==> config.mk <==
export PLATFORM = sky130hd
export DESIGN_NAME = dct_zigzag_serializer_flat
export DESIGN_NICKNAME = d
export VERILOG_FILES = /design/src/rtl/dct_pkg.sv /design/src/rtl/dct_zigzag_serializer_if.sv /design/src/rtl/zz_order_rom.sv /design/src/rtl/dct_zigzag_serializer.sv /design/src/flat_wrapper.sv
export SDC_FILE = /design/constraint.sdc
export NUM_CORES = 2
export LEC_CHECK = 0
export CELL_PAD_IN_SITES_DETAIL_PLACEMENT = 1
export CELL_PAD_IN_SITES_GLOBAL_PLACEMENT = 1
export CORE_UTILIZATION = 46
export CTS_CLUSTER_SIZE = 24
export DETAILED_ROUTE_END_ITERATION = 7
export PLACE_DENSITY_LB_ADDON = 0.08
export RECOVER_POWER = 50
export SETUP_SLACK_MARGIN = 0.15
export SLEW_MARGIN = 10
export SYNTH_ARGS = -nofsm -noshare
export SYNTH_HDL_FRONTEND = slang
export SYNTH_SLANG_ARGS = --single-unit
==> constraint.sdc <==
create_clock -name i_clk -period 9.85 [get_ports i_clk]
set_input_delay 1.97 -clock i_clk [delete_from_list [all_inputs] [get_ports i_clk]]
set_output_delay 1.97 -clock i_clk [all_outputs]
set_load 0.01 [all_outputs]
==> src/rtl/dct_pkg.sv <==
// Shared DCT-side constants: coefficient width, block geometry and the JPEG zigzag map.
// No logic; imported by the serializer, its address ROM and its interface.
package dct_pkg;

    localparam int DW     = 12;
    localparam int BLK_N  = 8;
    localparam int BLK_SZ = 64;

    // Zigzag position -> row-major address (row*8 + col) within an 8x8 block.
    localparam logic [5:0] ZZ_ADDR [BLK_SZ] = '{
        6'd0,  6'd1,  6'd8,  6'd16, 6'd9,  6'd2,  6'd3,  6'd10,
        6'd17, 6'd24, 6'd32, 6'd25, 6'd18, 6'd11, 6'd4,  6'd5,
        6'd12, 6'd19, 6'd26, 6'd33, 6'd40, 6'd48, 6'd41, 6'd34,
        6'd27, 6'd20, 6'd13, 6'd6,  6'd7,  6'd14, 6'd21, 6'd28,
        6'd35, 6'd42, 6'd49, 6'd56, 6'd57, 6'd50, 6'd43, 6'd36,
        6'd29, 6'd22, 6'd15, 6'd23, 6'd30, 6'd37, 6'd44, 6'd51,
        6'd58, 6'd59, 6'd52, 6'd45, 6'd38, 6'd31, 6'd39, 6'd46,
        6'd53, 6'd60, 6'd61, 6'd54, 6'd47, 6'd55, 6'd62, 6'd63
    };

    typedef enum logic {
        RD_IDLE   = 1'b0,
        RD_STREAM = 1'b1
    } rd_state_t;

    function automatic logic [5:0] zz_addr(input logic [5:0] idx);
        return ZZ_ADDR[idx];
    endfunction

endpackage

==> src/rtl/dct_zigzag_serializer_if.sv <==
// Row-in / coefficient-out handshake bundle of the zigzag serializer.
// Slave modport is the serializer's view; master is the neighbouring stages' view.
interface dct_zigzag_serializer_if #(
    parameter int DW = dct_pkg::DW
);
    logic                 i_valid;
    logic                 o_ready;
    logic signed [DW-1:0] i_data0;
    logic signed [DW-1:0] i_data1;
    logic signed [DW-1:0] i_data2;
    logic signed [DW-1:0] i_data3;
    logic signed [DW-1:0] i_data4;
    logic signed [DW-1:0] i_data5;
    logic signed [DW-1:0] i_data6;
    logic signed [DW-1:0] i_data7;

    logic                 o_valid;
    logic                 i_ready;
    logic signed [DW-1:0] o_data;
    logic [5:0]           o_zz_index;
    logic                 o_last;

    modport slave (
        input  i_valid, i_data0, i_data1, i_data2, i_data3,
               i_data4, i_data5, i_data6, i_data7, i_ready,
        output o_ready, o_valid, o_data, o_zz_index, o_last
    );

    modport master (
        output i_valid, i_data0, i_data1, i_data2, i_data3,
               i_data4, i_data5, i_data6, i_data7, i_ready,
        input  o_ready, o_valid, o_data, o_zz_index, o_last
    );

endinterface

==> src/rtl/zz_order_rom.sv <==
// Zigzag position to row-major block address lookup.
// Latency: combinational. Backpressure: none (pure lookup).
module zz_order_rom (
    input  logic [5:0] idx,
    output logic [5:0] addr
);
    import dct_pkg::*;

    assign addr = zz_addr(idx);

endmodule

==> src/rtl/dct_zigzag_serializer.sv <==
// 8x8 DCT row collector that streams each block in JPEG zigzag order; optional DCT_ZZ_ROUND_SHIFT_EN rounding shift.
// Latency: first coefficient valid 2 cycles after row 7 is accepted; then 1 coefficient/cycle.
// Backpressure: o_ready drops while both ping-pong banks hold blocks; outputs hold while i_ready is low.
module dct_zigzag_serializer #(
    parameter int DW     = dct_pkg::DW,
    parameter int QSHIFT = 0
) (
    input  logic                    i_clk,
    input  logic                    i_rst,
    dct_zigzag_serializer_if.slave  zz,
    output logic                    o_overflow
);
    import dct_pkg::*;

    if (QSHIFT < 0 || QSHIFT >= DW) begin : g_bad_qshift
        $error("QSHIFT must lie in [0, DW)");
    end

    logic signed [DW-1:0] row [BLK_N];
    logic signed [DW-1:0] mem [2][BLK_SZ];

    logic [1:0]           full;
    logic                 wbank;
    logic                 rbank;
    logic [2:0]           row_cnt;
    logic                 row_acc;
    logic                 row_done;

    rd_state_t            state;
    rd_state_t            state_nxt;
    logic                 xfer;
    logic                 blk_done;
    logic                 other_full;
    logic                 ld_en;
    logic                 ld_bank;
    logic [5:0]           ld_idx;
    logic [5:0]           ld_addr;
    logic signed [DW-1:0] rd_coef;
    logic signed [DW-1:0] shaped;

    logic                 valid_q;
    logic signed [DW-1:0] data_q;
    logic [5:0]           idx_q;
    logic                 last_q;

    assign row[0] = zz.i_data0;
    assign row[1] = zz.i_data1;
    assign row[2] = zz.i_data2;
    assign row[3] = zz.i_data3;
    assign row[4] = zz.i_data4;
    assign row[5] = zz.i_data5;
    assign row[6] = zz.i_data6;
    assign row[7] = zz.i_data7;

    assign zz.o_ready = !full[wbank];
    assign row_acc    = zz.i_valid && zz.o_ready;
    assign row_done   = row_acc && (row_cnt == 3'(BLK_N - 1));

    always_ff @(posedge i_clk or negedge i_rst) begin
        if (!i_rst) begin
            row_cnt    <= '0;
            wbank      <= 1'b0;
            o_overflow <= 1'b0;
        end else begin
            if (row_acc) begin
                row_cnt <= row_cnt + 3'd1;
            end
            if (row_done) begin
                wbank <= ~wbank;
            end
            if (zz.i_valid && !zz.o_ready) begin
                o_overflow <= 1'b1;
            end
        end
    end

    always_ff @(posedge i_clk) begin
        if (row_acc) begin
            for (int c = 0; c < BLK_N; c++) begin
                mem[wbank][{row_cnt, 3'(c)}] <= row[c];
            end
        end
    end

    // Set and clear never target the same bank: a bank being written is never full.
    always_ff @(posedge i_clk or negedge i_rst) begin
        if (!i_rst) begin
            full  <= 2'b00;
            rbank <= 1'b0;
        end else begin
            for (int b = 0; b < 2; b++) begin
                if (row_done && wbank == 1'(b)) begin
                    full[b] <= 1'b1;
                end else if (blk_done && rbank == 1'(b)) begin
                    full[b] <= 1'b0;
                end
            end
            if (blk_done) begin
                rbank <= ~rbank;
            end
        end
    end

    assign xfer       = (state == RD_STREAM) && zz.i_ready;
    assign blk_done   = xfer && (idx_q == 6'd63);
    assign other_full = full[~rbank];

    always_ff @(posedge i_clk or negedge i_rst) begin
        if (!i_rst) begin
            state <= RD_IDLE;
        end else begin
            state <= state_nxt;
        end
    end

    always_comb begin
        state_nxt = state;
        case (state)
            RD_IDLE:   if (full[rbank]) state_nxt = RD_STREAM;
            RD_STREAM: if (blk_done && !other_full) state_nxt = RD_IDLE;
            default:   state_nxt = RD_IDLE;
        endcase
    end

    // Pick which coefficient, if any, the output register captures this cycle.
    always_comb begin
        ld_en   = 1'b0;
        ld_idx  = '0;
        ld_bank = rbank;
        case (state)
            RD_IDLE: begin
                ld_en = full[rbank];
            end
            RD_STREAM: begin
                if (xfer) begin
                    if (idx_q != 6'd63) begin
                        ld_en  = 1'b1;
                        ld_idx = idx_q + 6'd1;
                    end else if (other_full) begin
                        ld_en   = 1'b1;
                        ld_bank = ~rbank;
                    end
                end
            end
            default: ;
        endcase
    end

    zz_order_rom u_zz_order_rom (
        .idx  (ld_idx),
        .addr (ld_addr)
    );

    assign rd_coef = mem[ld_bank][ld_addr];

`ifdef DCT_ZZ_ROUND_SHIFT_EN
    localparam int             RND     = (1 << QSHIFT) >> 1;
    localparam logic [DW+1:0]  MAX_POS = (DW+2)'((1 << (DW - 1)) - 1);
    localparam logic [DW+1:0]  MAX_NEG = (DW+2)'(1 << (DW - 1));

    // Round half away from zero: shift the magnitude, then restore the sign.
    function automatic logic signed [DW-1:0] round_shift(input logic signed [DW-1:0] x);
        logic signed [DW:0] xe;
        logic [DW+1:0]      sum;
        logic [DW+1:0]      q;
        xe  = x;
        sum = {1'b0, (xe[DW] ? -xe : xe)} + (DW+2)'(RND);
        q   = sum >> QSHIFT;
        if (!xe[DW]) begin
            return (q > MAX_POS) ? DW'(MAX_POS) : DW'(q);
        end
        return (q > MAX_NEG) ? DW'(MAX_NEG) : DW'(-q);
    endfunction

    assign shaped = round_shift(rd_coef);
`else
    assign shaped = rd_coef;
`endif

    always_ff @(posedge i_clk or negedge i_rst) begin
        if (!i_rst) begin
            valid_q <= 1'b0;
            data_q  <= '0;
            idx_q   <= '0;
            last_q  <= 1'b0;
        end else if (ld_en) begin
            valid_q <= 1'b1;
            data_q  <= shaped;
            idx_q   <= ld_idx;
            last_q  <= (ld_idx == 6'd63);
        end else if (blk_done) begin
            valid_q <= 1'b0;
            last_q  <= 1'b0;
        end
    end

    assign zz.o_valid    = valid_q;
    assign zz.o_data     = data_q;
    assign zz.o_zz_index = idx_q;
    assign zz.o_last     = last_q;

endmodule

==> src/flat_wrapper.sv <==
// flat-port wrapper written by rule: the top's interface ports become plain ports
module dct_zigzag_serializer_flat import dct_pkg::*;
#(
    parameter int DW     = dct_pkg::DW,
    parameter int QSHIFT = 0
)
  (i_clk, i_rst, o_overflow, zz_i_valid, zz_i_data0, zz_i_data1, zz_i_data2, zz_i_data3, zz_i_data4, zz_i_data5, zz_i_data6, zz_i_data7, zz_i_ready, zz_o_ready, zz_o_valid, zz_o_data, zz_o_zz_index, zz_o_last);
  dct_zigzag_serializer_if #(.DW(DW)) zz_i ();
  input  logic i_clk;
  input  logic i_rst;
  output logic o_overflow;
  input wire logic [$bits(zz_i.i_valid)-1:0] zz_i_valid;
  input wire logic [$bits(zz_i.i_data0)-1:0] zz_i_data0;
  input wire logic [$bits(zz_i.i_data1)-1:0] zz_i_data1;
  input wire logic [$bits(zz_i.i_data2)-1:0] zz_i_data2;
  input wire logic [$bits(zz_i.i_data3)-1:0] zz_i_data3;
  input wire logic [$bits(zz_i.i_data4)-1:0] zz_i_data4;
  input wire logic [$bits(zz_i.i_data5)-1:0] zz_i_data5;
  input wire logic [$bits(zz_i.i_data6)-1:0] zz_i_data6;
  input wire logic [$bits(zz_i.i_data7)-1:0] zz_i_data7;
  input wire logic [$bits(zz_i.i_ready)-1:0] zz_i_ready;
  output wire logic [$bits(zz_i.o_ready)-1:0] zz_o_ready;
  output wire logic [$bits(zz_i.o_valid)-1:0] zz_o_valid;
  output wire logic [$bits(zz_i.o_data)-1:0] zz_o_data;
  output wire logic [$bits(zz_i.o_zz_index)-1:0] zz_o_zz_index;
  output wire logic [$bits(zz_i.o_last)-1:0] zz_o_last;
  assign zz_i.i_valid = zz_i_valid;
  assign zz_i.i_data0 = zz_i_data0;
  assign zz_i.i_data1 = zz_i_data1;
  assign zz_i.i_data2 = zz_i_data2;
  assign zz_i.i_data3 = zz_i_data3;
  assign zz_i.i_data4 = zz_i_data4;
  assign zz_i.i_data5 = zz_i_data5;
  assign zz_i.i_data6 = zz_i_data6;
  assign zz_i.i_data7 = zz_i_data7;
  assign zz_i.i_ready = zz_i_ready;
  assign zz_o_ready = zz_i.o_ready;
  assign zz_o_valid = zz_i.o_valid;
  assign zz_o_data = zz_i.o_data;
  assign zz_o_zz_index = zz_i.o_zz_index;
  assign zz_o_last = zz_i.o_last;
  dct_zigzag_serializer #(.DW(DW), .QSHIFT(QSHIFT)) u_core (.i_clk(i_clk), .i_rst(i_rst), .zz(zz_i), .o_overflow(o_overflow));
endmodule
Word-level counts from Yosys, hierarchy flattened --
Memories as Yosys holds them, arrays and structs flattened. Cells that the tools add are included.
Cells by class: magnitude comparators 21, muxes and demuxes 5433, reduce and logical (&&, ||, !) cells 23, eq/ne operators 4, add/sub/neg operators 2, bitwise logic cells 5389
Operators by type and width (count):
- 2-to-1 mux 768 bit | 8
- 2-to-1 mux 1 bit | 5399
- OR 1 bit | 5376
- demux 12 bit (select 6 bit) | 8
- 2-to-1 mux 12 bit | 10
- binary-select mux 12 bit (select 6 bit) | 1
- greater-or-equal comparator 7 bit, second input constant | 10
- inverter 6 -> 7 bit | 10
- less-than comparator 7 x 1 -> 1 bit, second input constant | 8
- 2-to-1 mux 6 bit | 5
- logical AND 1 bit | 18
- equality test 6 bit, second input constant | 2
- adder 6 x 1 -> 6 bit, second input constant | 1
- less-than comparator 1 x 2 -> 1 bit, second input constant | 3
- != test 6 bit, second input constant | 1
- nonzero test 2 bit | 3
- one-hot mux 1 bit (2 select lines) | 2
- adder 3 x 1 -> 3 bit, second input constant | 1
- equality test 3 bit, second input constant | 1
- inverter 1 bit | 3
- logical NOT 1 bit | 2
Word-level totals: memory bits (read-only) 384, logic and storage cells 10885, RAM bits 1536, memories kept 2, register bits 29
Memory list:
- u_core.mem | depth 2, bits a word 768, rd ports 1, clocked after memory_dff 0, write ports 1, line dct_zigzag_serializer.sv:20 | logic signed [DW-1:0] mem [2][BLK_SZ];
- (no name shown) | depth 64, bits a word 6, rd ports 1, clocked after memory_dff 0, write ports 0, line dct_pkg.sv:27 | return ZZ_ADDR[idx];

Logic depth before layout (Yosys ltp) --
depth after elaboration 13, depth in mapped cells 20, mapped depth without buffers 15

By module --
From an unflattened synthesis, not the netlist that was laid out.
Unflattened totals: cell total of the unflattened synthesis 5069, area total of the unflattened synthesis 69491.6 um2
By module, submodules not included:
- dct_zigzag_serializer | instances 1, cells an instance 4961, sequential area each 46849.9 um2, area an instance 68694.6 um2
- zz_order_rom | instances 1, cells an instance 108, sequential area each 0.0 um2, area an instance 797.0 um2

Worst setup path after synthesis --
Ideal clock, no wire load.
path type input -> register, from input zz_i_valid, to memory u_core.mem[0][576] in the netlist's numbering, enable pin, buffers on the path 0, data required time 9064 ps, data arrival time 11289 ps, stages on the path 3, path slack -2225 ps, library setup time 786 ps, cells stage by stage and2_1 -> nand2_1 -> nor4_1
On the way: cells in the longest elaborated chain, start to end 10
Ends and longest elaborated chain:
- start, declared | line flat_wrapper.sv:12 | input wire logic [$bits(zz_i.i_valid)-1:0] zz_i_valid;
- logical AND 1 bit (*) | line dct_zigzag_serializer.sv:56 | assign row_acc = zz.i_valid && zz.o_ready;
- 2-to-1 mux 1 bit (*) | line dct_zigzag_serializer.sv:78 | if (row_acc) begin
- 2-to-1 mux 768 bit (implied by the code) | line dct_zigzag_serializer.sv:80 | mem[wbank][{row_cnt, 3'(c)}] <= row[c];
- OR 1 bit (no line) (6 in series)
- OR 1 bit (no line) (*)
- end, declared | line dct_zigzag_serializer.sv:20
Every way passes the cells marked *; elsewhere a longest branch is shown, timed or not.

Worst setup path in the final report --
from input zz_i_valid, to memory u_core.mem[1][56] in the netlist's numbering, enable pin
Same word-level chain as after synthesis.

==> metrics list <==
* Number of max-cap violations: 28
- Type of the setup path with the least slack: in2reg
- The flow ran to the end, but the final reports show violations.
* Placer Congestion: 0.828
- During I/O placement, the number of pins put on the boundary was 122.
- In the synthesized netlist the dominant register cell turns out to be sky130_fd_sc_hd__edfxtp_1.
* CTS root buffer: sky130_fd_sc_hd__clkbuf_16
- Clock transition at the registers of the reported paths: 60 ps
- The synthesized netlist devotes 0.174% of its cell area to XOR and XNOR gates.
* Worst Setup Slack post-DPL: 1770 ps
* Cell count after placement: 7666
- Final Max Tran Viols: 879
- #FFs+latches synth: 1565
- Count of buffers inserted at the top-level ports: 121
- Peak clock frequency supported by timing: 124 MHz
- The worst path needs 8090 ps of the cycle, external delays included.
* Clock insertion delay at the later pin of the skew report: 820 ps
- The number of global-route vias before repair came to 50570.
- The worst setup path is launched from an input port.
- Summed over its instances, the top area cell type makes up 66.1% of the synthesized netlist area.
* Total placed instance area: 0.0724 mm^2
- Per-cell routed wire length: 30.5 um
- The initial antenna violation count is 30.
- After synthesis, flip-flops and latches occupy 67.1% of the total area.
- In this run, synthesis inferred 1536 flip-flops with an integrated enable.
- Initial cell density of the core: 46.5%
- The count of nets left with antenna violations once routing finished came out at 0.
- VDD sags by at most 0.182 mV.
* Post-route fraction of the period consumed by the critical path: 82.1%
- After filler insertion, the fill cell instance count of the layout stands at 15460.
* Total of cells resized after clock tree synthesis: 0
- STA puts the critical path data arrival time at 8510 ps.
* CTS tree: built
- Sum of overflow across all layers after global routing: 0
- Average cell area after synthesis: 11.8 um^2
- The synthesized netlist devotes 16.9% of its cell area to simple gates.
- Warning count from the yosys run: 0
* Leakage: 0.0284 uW
- For this block, the routed nets add up to 243 mm of wire.
* Die extent in x: 392 um
- Die Area: 0.153 mm^2
* Worst slew margin: -215%
* Bufs on Longest Clock Path: 3
- Pin count of the biggest net entering global routing: 141
- The area growth from synthesis to layout is 10.9%.
- Counting every sink on the clock net gives 1565.
- In the post-route analysis, the smallest setup slack over all paths is 1760 ps.
* Combinational family with the most area after synthesis: simple AND/OR/NAND/NOR gates
* Post-CTS Setup Repair Bufs: 0
- In the routed design, unresolved DRC markers number 0.
* Biggest area consumer among synthesized cells: sky130_fd_sc_hd__edfxtp_1
- Summing all multi-input logic gate instances after layout gives 0.0204 mm^2.
- Dividing the detail-routed via count by the number of cells gives 6.16.
- Design Area, Final: 0.0774 mm^2
- The pre-antenna-repair detailed-routing pass consisted of 5 iterations.
* Fraction of layout cells with a size suffix above 1: 6.63%
- Violated checks: max-capacitance violations, max-slew violations
- The worst setup path is captured at a register.
* Sum of net half-perimeters after detailed placement: 143 mm
- The floorplan step defined a core boundary enclosing 0.150 mm^2.
* Mux cell area share after synthesis: 2.00%
- The number of nets handed over by synthesis was 6035.
- In this run the worst path has a maximum fanout of 56.
- Number of hold violations in the final report: 0
* Total of hold buffers inserted after clock tree synthesis: 0
* Netlist Area Pre-Place: 0.0698 mm^2
- First-pass GRT wire length: 350 mm
* Actual slew at the worst max-slew pin: 4720 ps
* Synth Area in Compound Gates: 9.60%
- Yosys attributes the largest share of cell area to sky130_fd_sc_hd__edfxtp_1 66%, sky130_fd_sc_hd__nand2_1 11%, sky130_fd_sc_hd__a21o_1 3.6%.
- Setup repair after global routing left no endpoint under its margin.
- Area taken by flip-flops and latches: 0.0468 mm^2
* Data required time at the worst endpoint: 10270 ps
- The H-tree was split into 4 levels.
- After Yosys synthesis, full adders, half adders and majority gates account for 0.251% of the synthesized area.
* Setup clock skew after layout: 28.5 ps
* Reg-to-reg slack, setup: 2400 ps
* Cell count after synthesis: 5921
- Worst Hold Class: reg2reg
- Vertical extent of the die: 392 um
* Num CTS Buffers: 171
- The final layout contains 5937 nets.
- Number of core rows: 142
* Overall global routing resource usage: 31.7%
- Routed vias: 49176
- After the first detailed-routing iteration, the DRC count stood at 4447.
* Setup total negative slack: 0 ps
- Synthesis instantiated 96 different standard cells from the library.
* Pwr dens: 260 mW/mm^2
- Proportion of register bits with asynchronous set or reset after synthesis: 1.85%
- Count of non-filler cells in the finished layout: 7988
- Setup-failing EPs final: 0
==> final cells by class <==
class                   instances  share of cell area, %
diodes                         10                 0.0323
clock buffers                 227                   5.93
clock inverters                85                  0.881
inverters                       7                 0.0356
multi-input cells            3827                   26.3
flip-flops and latches       1565                   60.5
well taps                    2016                   3.26
repair buffers                251                   3.01
==> report_power, final <==
| part | leakage [uW] | total, uW | switching (uW) | internal, uW |
|---|---|---|---|---|
| Combinational | 0.0116 | 5690 | 4100 | 1590 |
| Sequential | 0.0142 | 8270 | 196 | 8070 |
| Clock | 0.00257 | 6140 | 2680 | 3460 |
| Total | 0.0284 | 20100 | 6970 | 13100 |
==> critical path, cell delays in order <==
cell and delay [ps]:
sky130_fd_sc_hd__dlygate4sd3_1 660, sky130_fd_sc_hd__and2_0 300, sky130_fd_sc_hd__nand2_1 220, sky130_fd_sc_hd__nor2_4 160, sky130_fd_sc_hd__clkbuf_1 1600, sky130_fd_sc_hd__and2_0 2470
sky130_fd_sc_hd__buf_4 1040
==> cell families (layout without fill, tap and decap cells) <==
group           Yosys count  in the layout
xor+xnor                 10             10
fa+ha+maj                14             14
mux                     139            139
buf+inv                 529            570
simple gates           2768           2768
other cells               0             10
compound gates          896            896
flops                  1565           1565
==> final timing paths <==
| path | start | to | cells past startpoint |
|---|---|---|---|
| worst min register to register | u_core.o_overflow | u_core.o_overflow | 1 |
| worst min-delay path | u_core.o_overflow | u_core.o_overflow | 1 |
| min in group asynchronous | i_rst | u_core.zz.o_zz_index[3] | 2 |
| worst max-delay path | zz_i_valid | u_core.mem[1][56] | 7 |
| max in group asynchronous | i_rst | u_core.zz.o_data[7] | 2 |
| worst max register to register | u_core.wbank | u_core.mem[1][56] | 8 |
==> state kept, by name, indices dropped and copies added (netlist names), 2 cells and up <==
register,flops
u_core.full,2
u_core.row_cnt,3
u_core.zz.o_zz_index,6
u_core.zz.o_data,12
u_core.mem,1536
==> metal layers <==
| layer | global-route usage [%] | part of all wire (%) | wire (um) |
|---|---|---|---|
| met5 | 0 | 0.039 | 95 |
| met4 | 10.2 | 3.2 | 7820 |
| met3 | 5.13 | 7.3 | 17700 |
| met2 | 52.6 | 48 | 117000 |
| met1 | 42.4 | 41 | 100000 |
==> cell usage after synthesis, drive strengths merged, types with 8 or more instances <==
cell / n
o32ai: 11
clkbuf: 169
o211ai: 27
ha: 14
o311ai: 8
a31oi: 103
o21ai: 51
buf: 353
and3: 121
mux2i: 136
edfxtp: 1536
a32o: 14
a32oi: 60
a21o: 337
a211oi: 9
a311oi: 106
nand4: 50
nand2: 2044
nor3: 21
nor4: 25
and2: 17
a221oi: 9
or4: 8
nor2: 30
dfrtp: 29
nand3b: 8
nand3: 374
nor2b: 51
a21oi: 96
==> stage by stage <==
stage          utilization, %  total power [uW]  hold slack (ps)
3_3_place_gp             48.1             13900              463
4_1_cts                  51.6             20200              518
2_1_floorplan               -             11900              513
3_5_place_dp             48.1             14100              497
6_report                 51.5             20100              509
5_1_grt                  51.5             20800              540
==> cells in the final DEF (no fill, tap or decap), types with 9 or more instances in the layout <==
cell / synthesis / routed
sky130_fd_sc_hd__clkinv_1: 0 / 39
sky130_fd_sc_hd__a32oi_1: 59 / 59
sky130_fd_sc_hd__a32o_1: 14 / 13
sky130_fd_sc_hd__buf_12: 0 / 19
sky130_fd_sc_hd__edfxtp_1: 1536 / 1536
sky130_fd_sc_hd__clkdlybuf4s50_1: 0 / 89
sky130_fd_sc_hd__a21oi_1: 96 / 94
sky130_fd_sc_hd__a221oi_1: 9 / 9
sky130_fd_sc_hd__and3_1: 120 / 118
sky130_fd_sc_hd__clkbuf_16: 0 / 174
sky130_fd_sc_hd__nand2_1: 2042 / 2041
sky130_fd_sc_hd__dlygate4sd3_1: 0 / 31
sky130_fd_sc_hd__o32ai_1: 11 / 11
sky130_fd_sc_hd__diode_2: 0 / 10
sky130_fd_sc_hd__a21o_1: 337 / 337
sky130_fd_sc_hd__clkinv_2: 1 / 25
sky130_fd_sc_hd__clkbuf_1: 166 / 80
sky130_fd_sc_hd__a31oi_1: 102 / 101
sky130_fd_sc_hd__nor2b_1: 51 / 51
sky130_fd_sc_hd__nor2_1: 25 / 20
sky130_fd_sc_hd__buf_4: 124 / 78
sky130_fd_sc_hd__a311oi_1: 99 / 99
sky130_fd_sc_hd__nand3_1: 373 / 372
sky130_fd_sc_hd__nor3_1: 17 / 16
sky130_fd_sc_hd__o211ai_1: 27 / 27
sky130_fd_sc_hd__o21ai_0: 42 / 41
sky130_fd_sc_hd__dfrtp_1: 29 / 29
sky130_fd_sc_hd__nand4_1: 48 / 48
sky130_fd_sc_hd__nor4_1: 23 / 21
sky130_fd_sc_hd__ha_1: 14 / 14
sky130_fd_sc_hd__mux2i_1: 136 / 135
Note: power is estimated with default switching activity, not from simulation.
